File: src/rtl/pitch_quiz_ctrl.sv
// pitch_quiz_ctrl -- sequencer for one ear-training round.
//
// A round plays a reference tone on the octave synthesizer, waits through a
// short silence, then hands the synthesizer back to the user keyboard and
// waits for the first fresh key press (or a timeout). The result is reported
// as a one-cycle pulse and the score/round counters are updated.
//
// Optional feature: define QUIZ_REPLAY_EN to let the user request the tone
// once more while listening. Without it, replay is ignored and res_replayed
// is tied to 0.
//
// Ports
//   CLK100MHZ      in   sole clock, rising edge
//   CPU_RESETN     in   synchronous reset, active low
//   tgt_valid      in   round request
//   tgt_ready      out  controller can accept a round (IDLE only)
//   tgt_note       in   [3:0] target note, 1..12 = C..B
//   tgt_octave     in   [2:0] target octave
//   played_octid   in   [3:0] key from the user keyboard path, 0 = none
//   replay         in   request to hear the tone again
//   abort          in   cancel the current round
//   ctrl_keys      out  [11:0] one-hot key drive to the synthesizer
//   ctrl_octave    out  [2:0] octave drive to the synthesizer
//   ctrl_play_en   out  synthesizer play enable
//   ctrl_owns      out  1 = controller drives synthesizer, 0 = keyboard does
//   res_valid      out  one-cycle result pulse
//   res_correct    out  answered note matched the target
//   res_timeout    out  no press before the listen window expired
//   res_error      out  request carried an invalid note id
//   res_replayed   out  the tone was replayed during the round
//   res_note       out  [3:0] captured answer (0 on timeout/error)
//   score          out  [7:0] correct answers, saturating
//   rounds         out  [7:0] completed rounds, saturating
//   busy           out  round in progress
//   dbg_state_o    out  [2:0] current FSM state
//
// Handshake: a request transfers on a rising edge where tgt_valid and
// tgt_ready are both 1; tgt_note/tgt_octave are latched on that edge. Ready
// does not depend on valid, and valid may be held high across cycles.

module pitch_quiz_ctrl #(
    parameter int unsigned TONE_CYCLES    = 50_000_000,
    parameter int unsigned GAP_CYCLES     = 10_000_000,
    parameter int unsigned TIMEOUT_CYCLES = 500_000_000
) (
    input  logic        CLK100MHZ,
    input  logic        CPU_RESETN,
    input  logic        tgt_valid,
    output logic        tgt_ready,
    input  logic [3:0]  tgt_note,
    input  logic [2:0]  tgt_octave,
    input  logic [3:0]  played_octid,
    input  logic        replay,
    input  logic        abort,
    output logic [11:0] ctrl_keys,
    output logic [2:0]  ctrl_octave,
    output logic        ctrl_play_en,
    output logic        ctrl_owns,
    output logic        res_valid,
    output logic        res_correct,
    output logic        res_timeout,
    output logic        res_error,
    output logic        res_replayed,
    output logic [3:0]  res_note,
    output logic [7:0]  score,
    output logic [7:0]  rounds,
    output logic        busy,
    output logic [2:0]  dbg_state_o
);

    typedef enum logic [2:0] {
        S_IDLE   = 3'd0,
        S_TONE   = 3'd1,
        S_GAP    = 3'd2,
        S_LISTEN = 3'd3,
        S_JUDGE  = 3'd4
    } state_t;

    localparam logic [31:0] TONE_LAST    = TONE_CYCLES - 32'd1;
    localparam logic [31:0] GAP_LAST     = GAP_CYCLES - 32'd1;
    localparam logic [31:0] TIMEOUT_LAST = TIMEOUT_CYCLES - 32'd1;

    state_t      state_q;
    logic [31:0] cnt_q;
    logic [3:0]  note_q;
    logic        seen_zero_q;
    logic        tgt_ready_q;
    logic        busy_q;
    logic [11:0] ctrl_keys_q;
    logic [2:0]  ctrl_octave_q;
    logic        ctrl_play_en_q;
    logic        ctrl_owns_q;
    logic        res_valid_q;
    logic        res_correct_q;
    logic        res_timeout_q;
    logic        res_error_q;
    logic [3:0]  res_note_q;
    logic [7:0]  score_q;
    logic [7:0]  rounds_q;
`ifdef QUIZ_REPLAY_EN
    logic        replayed_q;
    logic        res_replayed_q;
`endif

    logic note_ok;
    logic press;

    function automatic logic [11:0] note_to_key(input logic [3:0] n);
        note_to_key = 12'd1 << (n - 4'd1);
    endfunction

    assign note_ok = (tgt_note >= 4'd1) && (tgt_note <= 4'd12);

    // Only an edge from "no key" to "key" seen inside LISTEN counts, so a key
    // held down from before the window opened can never answer.
    assign press = (state_q == S_LISTEN) && (played_octid != 4'd0) && seen_zero_q;

    always_ff @(posedge CLK100MHZ) begin
        if (!CPU_RESETN) begin
            state_q        <= S_IDLE;
            cnt_q          <= 32'd0;
            note_q         <= 4'd0;
            seen_zero_q    <= 1'b0;
            tgt_ready_q    <= 1'b0;
            busy_q         <= 1'b0;
            ctrl_keys_q    <= 12'd0;
            ctrl_octave_q  <= 3'd0;
            ctrl_play_en_q <= 1'b0;
            ctrl_owns_q    <= 1'b0;
            res_valid_q    <= 1'b0;
            res_correct_q  <= 1'b0;
            res_timeout_q  <= 1'b0;
            res_error_q    <= 1'b0;
            res_note_q     <= 4'd0;
            score_q        <= 8'd0;
            rounds_q       <= 8'd0;
`ifdef QUIZ_REPLAY_EN
            replayed_q     <= 1'b0;
            res_replayed_q <= 1'b0;
`endif
        end else begin
            res_valid_q <= 1'b0;
            case (state_q)
                S_IDLE: begin
                    tgt_ready_q <= 1'b1;
                    busy_q      <= 1'b0;
                    if (tgt_valid && tgt_ready_q) begin
                        if (note_ok) begin
                            state_q        <= S_TONE;
                            cnt_q          <= 32'd0;
                            note_q         <= tgt_note;
                            tgt_ready_q    <= 1'b0;
                            busy_q         <= 1'b1;
                            ctrl_keys_q    <= note_to_key(tgt_note);
                            ctrl_octave_q  <= tgt_octave;
                            ctrl_play_en_q <= 1'b1;
                            ctrl_owns_q    <= 1'b1;
`ifdef QUIZ_REPLAY_EN
                            replayed_q     <= 1'b0;
`endif
                        end else begin
                            // Bad note: report immediately, no round is played.
                            res_valid_q    <= 1'b1;
                            res_error_q    <= 1'b1;
                            res_correct_q  <= 1'b0;
                            res_timeout_q  <= 1'b0;
                            res_note_q     <= 4'd0;
`ifdef QUIZ_REPLAY_EN
                            res_replayed_q <= 1'b0;
`endif
                        end
                    end
                end

                S_TONE, S_GAP, S_LISTEN: begin
                    if (abort) begin
                        state_q        <= S_IDLE;
                        tgt_ready_q    <= 1'b1;
                        busy_q         <= 1'b0;
                        ctrl_keys_q    <= 12'd0;
                        ctrl_octave_q  <= 3'd0;
                        ctrl_play_en_q <= 1'b0;
                        ctrl_owns_q    <= 1'b0;
                    end else if (state_q == S_TONE) begin
                        if (cnt_q == TONE_LAST) begin
                            state_q        <= S_GAP;
                            cnt_q          <= 32'd0;
                            ctrl_keys_q    <= 12'd0;
                            ctrl_play_en_q <= 1'b0;
                        end else begin
                            cnt_q <= cnt_q + 32'd1;
                        end
                    end else if (state_q == S_GAP) begin
                        if (cnt_q == GAP_LAST) begin
                            state_q     <= S_LISTEN;
                            cnt_q       <= 32'd0;
                            ctrl_owns_q <= 1'b0;
                            seen_zero_q <= 1'b0;
                        end else begin
                            cnt_q <= cnt_q + 32'd1;
                        end
                    end else if (press) begin
                        // A press beats both replay and expiry on the same cycle.
                        state_q        <= S_JUDGE;
                        res_valid_q    <= 1'b1;
                        res_note_q     <= played_octid;
                        res_correct_q  <= (played_octid == note_q);
                        res_timeout_q  <= 1'b0;
                        res_error_q    <= 1'b0;
`ifdef QUIZ_REPLAY_EN
                        res_replayed_q <= replayed_q;
                    end else if (replay && !replayed_q) begin
                        state_q        <= S_TONE;
                        cnt_q          <= 32'd0;
                        replayed_q     <= 1'b1;
                        ctrl_keys_q    <= note_to_key(note_q);
                        ctrl_play_en_q <= 1'b1;
                        ctrl_owns_q    <= 1'b1;
`endif
                    end else if (cnt_q == TIMEOUT_LAST) begin
                        state_q        <= S_JUDGE;
                        res_valid_q    <= 1'b1;
                        res_note_q     <= 4'd0;
                        res_correct_q  <= 1'b0;
                        res_timeout_q  <= 1'b1;
                        res_error_q    <= 1'b0;
`ifdef QUIZ_REPLAY_EN
                        res_replayed_q <= replayed_q;
`endif
                    end else begin
                        cnt_q <= cnt_q + 32'd1;
                        if (played_octid == 4'd0) begin
                            seen_zero_q <= 1'b1;
                        end
                    end
                end

                S_JUDGE: begin
                    state_q       <= S_IDLE;
                    tgt_ready_q   <= 1'b1;
                    busy_q        <= 1'b0;
                    ctrl_octave_q <= 3'd0;
                    if (rounds_q != 8'hFF) begin
                        rounds_q <= rounds_q + 8'd1;
                    end
                    if (res_correct_q && (score_q != 8'hFF)) begin
                        score_q <= score_q + 8'd1;
                    end
                end

                default: state_q <= S_IDLE;
            endcase
        end
    end

`ifdef QUIZ_REPLAY_EN
    assign res_replayed = res_replayed_q;
`else
    logic unused_replay;
    assign unused_replay = replay;
    assign res_replayed  = 1'b0;
`endif

    assign tgt_ready    = tgt_ready_q;
    assign busy         = busy_q;
    assign ctrl_keys    = ctrl_keys_q;
    assign ctrl_octave  = ctrl_octave_q;
    assign ctrl_play_en = ctrl_play_en_q;
    assign ctrl_owns    = ctrl_owns_q;
    assign res_valid    = res_valid_q;
    assign res_correct  = res_correct_q;
    assign res_timeout  = res_timeout_q;
    assign res_error    = res_error_q;
    assign res_note     = res_note_q;
    assign score        = score_q;
    assign rounds       = rounds_q;
    assign dbg_state_o  = state_q;

endmodule

File: config.mk
export PLATFORM = sky130hd
export DESIGN_NAME = pitch_quiz_ctrl
export DESIGN_NICKNAME = d
export VERILOG_FILES = /design/src/rtl/pitch_quiz_ctrl.sv
export SDC_FILE = /design/constraint.sdc
export NUM_CORES = 1
export LEC_CHECK = 0
export BUFFER_PORTS_ARGS = -buffer_cell sky130_fd_sc_hd__clkbuf_2
export CAP_MARGIN = 25
export CORE_ASPECT_RATIO = 0.8
export CORE_MARGIN = 5
export CORE_UTILIZATION = 40
export CTS_CLUSTER_DIAMETER = 40
export DETAILED_ROUTE_END_ITERATION = 10
export GPL_TIMING_DRIVEN = 0
export PLACE_DENSITY = 0.66
export SLEW_MARGIN = 20
export SYNTH_ARGS = -nofsm -noshare
export SYNTH_HDL_FRONTEND = slang
export SYNTH_SLANG_ARGS = --single-unit
File: constraint.sdc
create_clock -name CLK100MHZ -period 4.95 [get_ports CLK100MHZ]
set_input_delay 0.495 -clock CLK100MHZ [delete_from_list [all_inputs] [get_ports CLK100MHZ]]
set_output_delay 0.495 -clock CLK100MHZ [all_outputs]
set_load 0.01 [all_outputs]
==> impl_metrics.ini, run 1 <==
[cells_and_area]
layout-area-overhead-vs-synth_pct = 19.2
layout_common_cells = dfxtp_1, clkbuf_2, nor2_1
nFillCells = 1007
utilization_pct = 48.7
most_common_cell_after_layout_fill_and_taps_aside = dfxtp_1
multi_input_area_mm2 = 0.00235
n_antenna_cell = 0
share_of_cells_above_drive_strength_1_pct = 17.0
design.final.nets = 586
seq_area_mm2 = 0.00166

[sta]
grt_setup_unrepaired = false
final_critical_path_setup_slack_ns = 1.80
fmax_mhz = 318
post-route-min-period_ns = 3.15
relative_slew_slack_pct = 45.0
period_share_pct = 63.6
timing_max_transition_violations_final = 0
clock-skew-final_ns = 0.0107
setup_viol = 0
max_slew.worst_pin.slew_ns = 0.823
finalSetupTns_ns = 0
finalHoldViolCount = 0

[setup_path]
setup.worst_path.class = register to register
critical_path_end_type = register
maximum_fanout_along_the_worst_path = 10
required_ns = 5.16
cpMaxStageDelayCell = a2111oi_1
path_common_cell = nor2_1
timing.critical_path.arrival_ns = 3.36
setup_crit_start_kind = register
worstReg2RegStart = cnt_q[0]$_SDFFE_PN0P_
cell_by_cell_listing_of_the_critical_path = ha_1 -> and4_1 -> clkbuf_1 -> nand2b_1 -> a2111oi_1 -> nor2_1 -> clkbuf_1 -> nor2_1 -> nor2_1
critical-path-max-stage-delay_ns = 0.67
startpoint_of_the_most_critical_setup_path = cnt_q[0]$_SDFFE_PN0P_

[hold_path]
worst_hold_path_type = primary input to register
worst_hold_path_startpoint = played_octid[2]

[route]
first_iter_violations = 357
dr_drc_count = 0
drt-pass1-iter-count = 5
drt_wl_total_um = 12100
route.antenna.remaining_nets = 0
drt-wirelength-per-cell_um = 16.9
vias_per_cell = 5.74
num_vias = 4090

[synthesis]
synthFlopType = dfxtp_1
synth.yosys.seq_area_share_pct = 39.5
synthCells = 496
synth-edff-count = 0
syn-cell-area_mm2 = 0.00420
synth_largest_type_area_fraction_pct = 39.5
synth_mux_area_share_pct = 1.19
synth_compound_area_share_pct = 18.9
ys_seq_elements = 83
yosys.area_share.adder_pct = 0.893
synth_cell_type_count = 66
synthXorXnorAreaFrac_pct = 4.38
postSynthNetCount = 515
area_fraction_in_and_or_nand_and_nor_cells_after_synthesis_pct = 30.4
combinational_family_with_the_most_area_after_synthesis = simple AND/OR/NAND/NOR gates
postSynth.asyncResetShare_pct = 0
synth.area.top_cells = dfxtp_1, nor2_1, nand3_1
synthDominantAreaCellType = dfxtp_1
syn_avg_cell_area_um2 = 8.48
yosys_warnings = 0

[global_routing]
grt_max_degree = 17
vias_in_the_first_global_route = 3725
met3_usage_pct = 3.48
grt.met1_usage_pct = 27.3
grt_first_pass_wirelength_um = 19400
groute.layer.met2.usage_pct = 28.6
initial_antenna_violation_count = 0
grt_remaining_overflow = 0
gr-max-usage-layer = met2
global_route.usage.total_pct = 18.7

[clock_network]
clock-sinks = 83
h-tree-depth = 3
tritoncts_clock_tree = done
cts_hold_buffers = 0
worst_setup_hold_path_clk_slew_ns = 0.07
cts_made_buffers = 9
cts_root_buffer = clkbuf_16
cts_setup_buffers = 0
cts_max_path_buffers = 2
insertion_delay_ns = 0.34
cts_resized = 0

[place]
pre_cts_ws_ns = 1.91
gpl.final_weighted_congestion = 0.940
count_of_buffers_inserted_at_the_top_level_ports = 60
place.detailed.hpwl_um = 8920

[job]
maxCapViolations = 0

[power]
power.leakage_nw = 1.86
pd_cells_mw_per_mm2 = 310
vdd.ir_drop.worst_uv = 202

[floorplan]
core-area_mm2 = 0.0103
fp.dieH_um = 102
placementRows = 33
die_width_um = 125
ios = 63
die_ar_mm2 = 0.0127
floorplan.initialDensity_pct = 40.9

[outcome]
run_status = completed
## metal layers
| layer | wire (µm) | vias up |
|---|---|---|
| met5 | 0 | - |
| li1 | - | 2001 |
| met2 | 5180 | 127 |
| met1 | 6000 | 1946 |
| met4 | 159 | 0 |
| met3 | 709 | 16 |
## cells by family (layout without fill, tap and decap cells)
logic type / count (synthesis) / in the layout
AO/OA/AOI/OAI: 108 / 108
XOR/XNOR: 21 / 21
adder cells (fa/ha/maj): 3 / 3
buffers and inverters: 40 / 116
flip-flops: 83 / 83
multiplexers: 5 / 5
other: 1 / 1
AND/OR/NAND/NOR: 235 / 235
## critical path, delay by kind of cell, from the launching register on
family / cells / cell delay (ns)
AO/OA/AOI/OAI: 1 / 0.67
adder cells (fa/ha/maj): 1 / 0.20
buffers and inverters: 2 / 0.64
flip-flops: 1 / 0.38
AND/OR/NAND/NOR: 5 / 1.13
## state kept, by name (all words and copies together) (netlist names), 3 cells and up
register	count
score	8
rounds	8
res_note	4
ctrl_octave	3
ctrl_keys	12
note_q	4
cnt_q	32
dbg_state_o	3
## power breakdown
part,internal (W),total (W),leakage (nW),switching (W)
combinational,0.0000405,0.000123,1.03,0.0000821
sequential,0.000676,0.000681,0.670,0.00000555
clock,0.000452,0.000749,0.163,0.000297
total,0.00117,0.00155,1.86,0.000384
## synth_stat cells (4+ instances only)
library cell  number
o311ai_0           4
nand3_1           33
a22o_1            13
buf_2              4
o21a_1             4
xnor2_1           11
and3_1             6
nor2_1            55
nand4_1           13
nor4b_1            6
a32oi_1            4
nor3_1            16
a21oi_1           19
a31oi_1            6
a32o_1             5
and4_1             6
or3_1              8
o21ai_0           15
nor4_1             6
and2_1             6
clkbuf_1          17
nand2_1           42
dfxtp_1           83
inv_1             13
or4_1             10
mux2i_1            5
a211o_1            4
o211ai_1          11
xor2_1            10
nand4b_1           5
## final cells by class
type                            count  share of cell area (%)
Buffer                             27                    2.95
Clock buffer                        9                    4.49
Clock inverter                      7                    2.12
Inverter                           13                   0.974
Multi-Input combinational cell    373                    46.8
Sequential cell                    83                    33.2
Tap cell                          140                    3.50
Timing Repair Buffer               60                    5.99
## path summary, 6_finish.rpt
kind	end	slack [ns]	cells after the start
worst min-delay path	res_note[2]$_SDFFE_PN0P_	0.42	2
worst min register to register	res_note[0]$_SDFFE_PN0P_	0.48	1
worst max register to register	cnt_q[28]$_SDFFE_PN0P_	1.80	9
worst max-delay path	cnt_q[28]$_SDFFE_PN0P_	1.80	9
## through the flow
stage / area, µm² / hold slack, ns / total power (W) / std cells
detailed placement: 4680 / 0.461 / 0.000817 / 696
CTS: 5010 / 0.416 / 0.00156 / 712
global route: 5010 / 0.428 / 0.00160 / 712
finish: 5010 / 0.420 / 0.00155 / 712
floorplan: 4200 / 0.447 / 0.000773 / 496
global placement: 4680 / 0.456 / 0.000816 / 696
(Power assumes the default switching activity.)
==> run 2: changes to the inputs <==
--- a/config.mk
+++ b/config.mk
@@ -13,7 +13,7 @@
 export CTS_CLUSTER_DIAMETER = 40
 export DETAILED_ROUTE_END_ITERATION = 10
 export GPL_TIMING_DRIVEN = 0
-export PLACE_DENSITY = 0.66
+export PLACE_DENSITY = 0.69
 export SLEW_MARGIN = 20
 export SYNTH_ARGS = -nofsm -noshare
 export SYNTH_HDL_FRONTEND = slang
==> constraint.sdc (replaced) <==
create_clock -name CLK100MHZ -period 2.5 [get_ports CLK100MHZ]
set_input_delay 0.25 -clock CLK100MHZ [delete_from_list [all_inputs] [get_ports CLK100MHZ]]
set_output_delay 0.25 -clock CLK100MHZ [all_outputs]
set_load 0.01 [all_outputs]
==> run 2 against run 1 <==
Fmax up 30%. Critical path depth fell by 1. Sequential cell count stayed put. Die area is the same. Setup slack worse by 1.7 ns. Final cell count fell by 0.14%. Register-to-register slack got worse by 1.7 ns. Core utilization rose by 1.0 points. Critical endpoint is now cnt_q[15]$_SDFFE_PN0P_.
==> impl_metrics.ini, run 2 (synthesis gave the netlist of run 1 again) <==
[sta]
clock-skew-final_ns = 0.00831
final_critical_path_setup_slack_ns = 0.0737
period_share_pct = 97.1
max_slew.worst_pin.slew_ns = 0.608
post-route-min-period_ns = 2.43
relative_slew_slack_pct = 59.1
fin_worst_hold_slack_ns = 0.164
timing_max_transition_violations_final = 0
fmax_mhz = 412
setup_viol = 0
finalHoldViolCount = 0

[route]
drt-pass1-iter-count = 4
route.antenna.remaining_nets = 0
num_vias = 4115
dr_drc_count = 0
drt_wl_total_um = 12200
vias_per_cell = 5.79
drt-wirelength-per-cell_um = 17.2
first_iter_violations = 356

[floorplan]
die_width_um = 125
die_ar_mm2 = 0.0127
fp.dieH_um = 102
core-area_mm2 = 0.0103
floorplan.initialDensity_pct = 40.9
placementRows = 33
ios = 63

[global_routing]
grt_max_degree = 17
initial_antenna_violation_count = 0
grt_first_pass_wirelength_um = 19800
vias_in_the_first_global_route = 3883
global_route.usage.total_pct = 19.4
grt_remaining_overflow = 0

[cells_and_area]
top_register = cnt_q
layout-area-overhead-vs-synth_pct = 21.6
design.final.nets = 585
nFillCells = 1001
n_antenna_cell = 0
share_of_cells_above_drive_strength_1_pct = 23.6
most_common_cell_after_layout_fill_and_taps_aside = dfxtp_1
flip_flop_count_of_the_largest_register_all_copies_and_words_added = 32
layout_common_cells = dfxtp_1, clkbuf_2, nor2_1

[power]
pd_cells_mw_per_mm2 = 566
power.leakage_nw = 1.89
vdd.ir_drop.worst_uv = 327

[setup_path]
required_ns = 2.73
critical_path_end_type = register
maximum_fanout_along_the_worst_path = 10
setup_crit_start_kind = register
setup.worst_path.class = register to register
timing.critical_path.arrival_ns = 2.65

[clock_network]
cts_max_path_buffers = 2
h-tree-depth = 3
cts_made_buffers = 9
cts_root_buffer = clkbuf_16
clock-sinks = 83
insertion_delay_ns = 0.35
tritoncts_clock_tree = done
worst_setup_hold_path_clk_slew_ns = 0.07

[job]
maxCapViolations = 0

[hold_path]
worst_hold_path_type = primary input to register

[place]
place.detailed.hpwl_um = 8970
count_of_buffers_inserted_at_the_top_level_ports = 60
gpl.final_weighted_congestion = 0.888
pre_cts_ws_ns = -0.579

[outcome]
run_status = completed
-- run 2: cell types whose count changed in the layout (fill, tap and decap cells not counted), moves of 4 or more --
cell,previous run,this run
clkbuf_2,60,64
dfxtp_1,83,69
dfxtp_2,0,13
buf_4,2,7
clkbuf_1,17,6
-- run 2: where the power goes --
group	leakage [nW]	internal (W)	total [W]	switching, W
Combinational	1.07	0.0000932	0.000263	0.000170
Clock	0.133	0.000689	0.00128	0.000596
Sequential	0.678	0.00134	0.00135	0.0000102
Total	1.89	0.00212	0.00289	0.000776
-- run 2: critical path, cell delays in order, from the launching register on --
cell and delay [ns]:
dfxtp_1 0.36, nand3b_1 0.17, or4_4 0.55, or4_4 0.48, and3_4 0.21, buf_6 0.13
buf_8 0.14, a32oi_1 0.20, nand2_1 0.07
-- run 2: layout make-up --
| type | count | area, µm² | share of cell area [%] |
|---|---|---|---|
| Clock inverter | 7 | 58.8 | 1.15 |
| Tap cell | 140 | 175 | 3.43 |
| Multi-Input combinational cell | 373 | 2450 | 47.9 |
| Inverter | 13 | 48.8 | 0.954 |
| Timing Repair Buffer | 65 | 338 | 6.61 |
| Buffer | 21 | 139 | 2.72 |
| Sequential cell | 83 | 1680 | 32.9 |
| Clock buffer | 9 | 225 | 4.40 |
-- run 2: repair_timing --
| action | 4_1_cts | 5_1_grt |
|---|---|---|
| hold buffers | 0 | 0 |
| resized for setup | 18 | 30 |
| buffers inserted | 5 | 0 |
| endpoints found under the setup margin | 42 | 42 |
| pin swaps | 3 | 2 |
-- run 2: routing by layer --
metal	part of all wire, %	wire length (µm)	global-route usage [%]
met5	0	0	0
met4	1.4	168	6.32
met3	6.3	774	4.01
met2	45	5470	29.1
met1	48	5830	27.9
-- run 2: per-stage QoR --
stage | instances | setup TNS (ns) | utilization [%] | area, µm² | total power (W)
floorplan | 496 | 0 | - | 4200 | 0.00153
global placement | 696 | -9.49 | 45.5 | 4680 | 0.00161
detailed placement | 696 | -11.74 | 45.5 | 4680 | 0.00162
CTS | 714 | 0 | 49.1 | 5050 | 0.00292
global route | 711 | -0.00133 | 49.7 | 5110 | 0.00300
finish | 711 | 0 | 49.7 | 5110 | 0.00289
-- run 2: path summary, 6_finish.rpt --
| kind | start | end | slack [ns] | depth (start not counted) |
|---|---|---|---|---|
| hold reg to reg | ctrl_keys[2]$_SDFFE_PN0P_ | ctrl_keys[2]$_SDFFE_PN0P_ | 0.47 | 1 |
| setup / recovery | cnt_q[15]$_SDFFE_PN0P_ | cnt_q[15]$_SDFFE_PN0P_ | 0.07 | 8 |
| hold / removal | played_octid[2] | res_note[2]$_SDFFE_PN0P_ | 0.16 | 2 |
| setup reg to reg | cnt_q[15]$_SDFFE_PN0P_ | cnt_q[15]$_SDFFE_PN0P_ | 0.07 | 8 |
==> run 3: changes to the inputs <==
--- a/config.mk
+++ b/config.mk
@@ -7,11 +7,11 @@
 export LEC_CHECK = 0
 export BUFFER_PORTS_ARGS = -buffer_cell sky130_fd_sc_hd__clkbuf_2
 export CAP_MARGIN = 25
-export CORE_ASPECT_RATIO = 0.8
 export CORE_MARGIN = 5
 export CORE_UTILIZATION = 40
 export CTS_CLUSTER_DIAMETER = 40
 export DETAILED_ROUTE_END_ITERATION = 10
+export GPL_ROUTABILITY_DRIVEN = 0
 export GPL_TIMING_DRIVEN = 0
 export PLACE_DENSITY = 0.69
 export SLEW_MARGIN = 20
==> run 3 against run 2 <==
Sequential power hardly changed. Final area fell by 1.4%. First-iteration DRC count is 7.9% higher. Wire length down 2.3%. Non-clock buffer count did not move. Combinational power about the same. Register-to-register slack got worse by 0.04 ns. Via count is 2.0% higher. Setup slack worse by 0.037 ns. Critical endpoint unchanged. Largest cell class unchanged. Largest power group unchanged.
==> impl_metrics.ini, run 3 (synthesis gave the netlist of run 1 again) <==
[job]
maxCapViolations = 0

[hold_path]
worst_hold_path_type = primary input to register
holdPathStages = 2
min_delay_endpoint = res_note[1]$_SDFFE_PN0P_
worst_hold_path_startpoint = played_octid[1]

[sta]
fin_worst_hold_slack_ns = 0.156
final_critical_path_setup_slack_ns = 0.0363
period_share_pct = 98.5
timing_max_transition_violations_final = 0
clock-skew-final_ns = 0.0109
post-route-min-period_ns = 2.46
finalHoldViolCount = 0
max_slew.worst_pin.slew_ns = 0.630
grt_setup_unrepaired = true
fmax_mhz = 406
setup_viol = 0
finalSetupTns_ns = 0
relative_slew_slack_pct = 57.6

[route]
route.antenna.remaining_nets = 0
num_vias = 4199
drt-wirelength-per-cell_um = 16.9
dr_drc_count = 0
drt_wl_total_um = 12000
drt-pass1-iter-count = 5
vias_per_cell = 5.94
first_iter_violations = 384

[floorplan]
floorplan.initialDensity_pct = 40.9
placementRows = 37
ios = 63
fp.dieH_um = 113
die_ar_mm2 = 0.0127
die_width_um = 113
core-area_mm2 = 0.0103

[cells_and_area]
share_of_cells_above_drive_strength_1_pct = 23.6
n_antenna_cell = 0
layout_common_cells = dfxtp_1, clkbuf_2, nor2_1
seq_area_mm2 = 0.00168
design.final.nets = 585
utilization_pct = 49.1
top_register = cnt_q
nFillCells = 1046
multi_input_area_mm2 = 0.00247
layout-area-overhead-vs-synth_pct = 20.0
flip_flop_count_of_the_largest_register_all_copies_and_words_added = 32
most_common_cell_after_layout_fill_and_taps_aside = dfxtp_1

[setup_path]
required_ns = 2.75
timing.rr.end = cnt_q[15]$_SDFFE_PN0P_
reg2reg_path_depth = 8
path_common_cell = or4_4
cell_by_cell_listing_of_the_critical_path = nand3b_1 -> or4_4 -> or4_4 -> and3_4 -> buf_6 -> buf_8 -> a32oi_2 -> nand2_1
worstReg2RegStart = cnt_q[15]$_SDFFE_PN0P_
worst-r2r-setup-slack_ns = 0.04
setup_crit_start_kind = register
maximum_fanout_along_the_worst_path = 10
timing.critical_path.arrival_ns = 2.71
critical-path-max-stage-delay_ns = 0.55
setup.worst_path.class = register to register
cpMaxStageDelayCell = or4_4
critical_path_end_type = register

[place]
place.detailed.hpwl_um = 8650
pre_cts_ws_ns = -0.511
count_of_buffers_inserted_at_the_top_level_ports = 60

[power]
clockPowerShare_pct = 38.9
switching_share_pct = 26.8
seqPwrFrac_pct = 51.2
power.leakage_nw = 1.87
pd_cells_mw_per_mm2 = 521
power.share.combinational_pct = 9.9
cell_internal_pwr_w = 0.00192
switchingPower_w = 0.000704
vdd.ir_drop.worst_uv = 335

[clock_network]
cts_root_buffer = clkbuf_8
cts_max_path_buffers = 2
worst_setup_hold_path_clk_slew_ns = 0.09
insertion_delay_ns = 0.36
clock-sinks = 83
h-tree-depth = 3
cts_made_buffers = 9
tritoncts_clock_tree = done

[global_routing]
vias_in_the_first_global_route = 3942
grt_remaining_overflow = 0
grt_max_degree = 16
global_route.usage.total_pct = 18.8
grt_first_pass_wirelength_um = 19600
initial_antenna_violation_count = 0

[outcome]
run_status = completed
## run 3: changes by cell type in the layout (fill, tap and decap cells not counted), sizes merged
cell    delta
bufinv     +1
buf        -1
clkbuf     +2
inv        -2
## run 3: layer usage
metal	part of all wire [%]	GRT usage [%]	vias to the layer above	wire length, µm
met5	0	0	-	0
met1	44	25.3	2023	5320
li1	-	-	2002	-
met2	48	30.2	143	5690
met4	2.4	7.13	0	288
met3	5.6	3.18	31	665
## run 3: critical path, delay by kind of cell (launching register included)
family / cells / cell delay (ns)
simple gates: 5 / 1.50
buf+inv: 2 / 0.27
flops: 1 / 0.37
compound gates: 1 / 0.20
## run 3: cell type report
class	instances	share of cell area [%]
Clock buffer	10	2.73
Buffer	21	2.60
Inverter	13	0.968
Tap cell	136	3.37
Clock inverter	6	1.41
Timing Repair Buffer	65	6.70
Sequential cell	83	33.3
Multi-Input combinational cell	373	48.9
## run 3: how the worst max path moves through the flow
stage | slack, ns | start | cells after the start | end
floorplan | 0.12 | cnt_q[9]$_SDFFE_PN0P_ | 9 | cnt_q[15]$_SDFFE_PN0P_
global placement | -0.43 | cnt_q[0]$_SDFFE_PN0P_ | 9 | cnt_q[28]$_SDFFE_PN0P_
detailed placement | -0.51 | cnt_q[13]$_SDFFE_PN0P_ | 8 | cnt_q[28]$_SDFFE_PN0P_
CTS | 0.01 | cnt_q[14]$_SDFFE_PN0P_ | 8 | cnt_q[13]$_SDFFE_PN0P_
global route | -0.03 | cnt_q[15]$_SDFFE_PN0P_ | 8 | cnt_q[15]$_SDFFE_PN0P_
finish | 0.04 | cnt_q[15]$_SDFFE_PN0P_ | 8 | cnt_q[15]$_SDFFE_PN0P_
## run 3: metrics by stage
stage                     cell area [µm²]  power, W  cells
after global placement               4670   0.00161    692
after CTS                            4950   0.00264    708
after detailed placement             4670   0.00162    692
after floorplan                      4200   0.00153    496
final                                5040   0.00263    707
after global routing                 5040   0.00273    707
## run 3: power by group through the flow
stage / clock (W) / sequential [W] / combinational, W
after global routing: 0.00110 / 0.00135 / 0.000284
after floorplan: 0 / 0.00138 / 0.000148
after detailed placement: 0 / 0.00138 / 0.000239
after CTS: 0.00104 / 0.00135 / 0.000251
after global placement: 0 / 0.00138 / 0.000235
final: 0.00102 / 0.00135 / 0.000260
## run 3: what timing repair did
item                                    CTS  global route
buffers inserted                          3             2
resized for setup                        17            25
pin swaps                                 3             0
endpoints found under the setup margin   41            40
hold buffers                              0             0
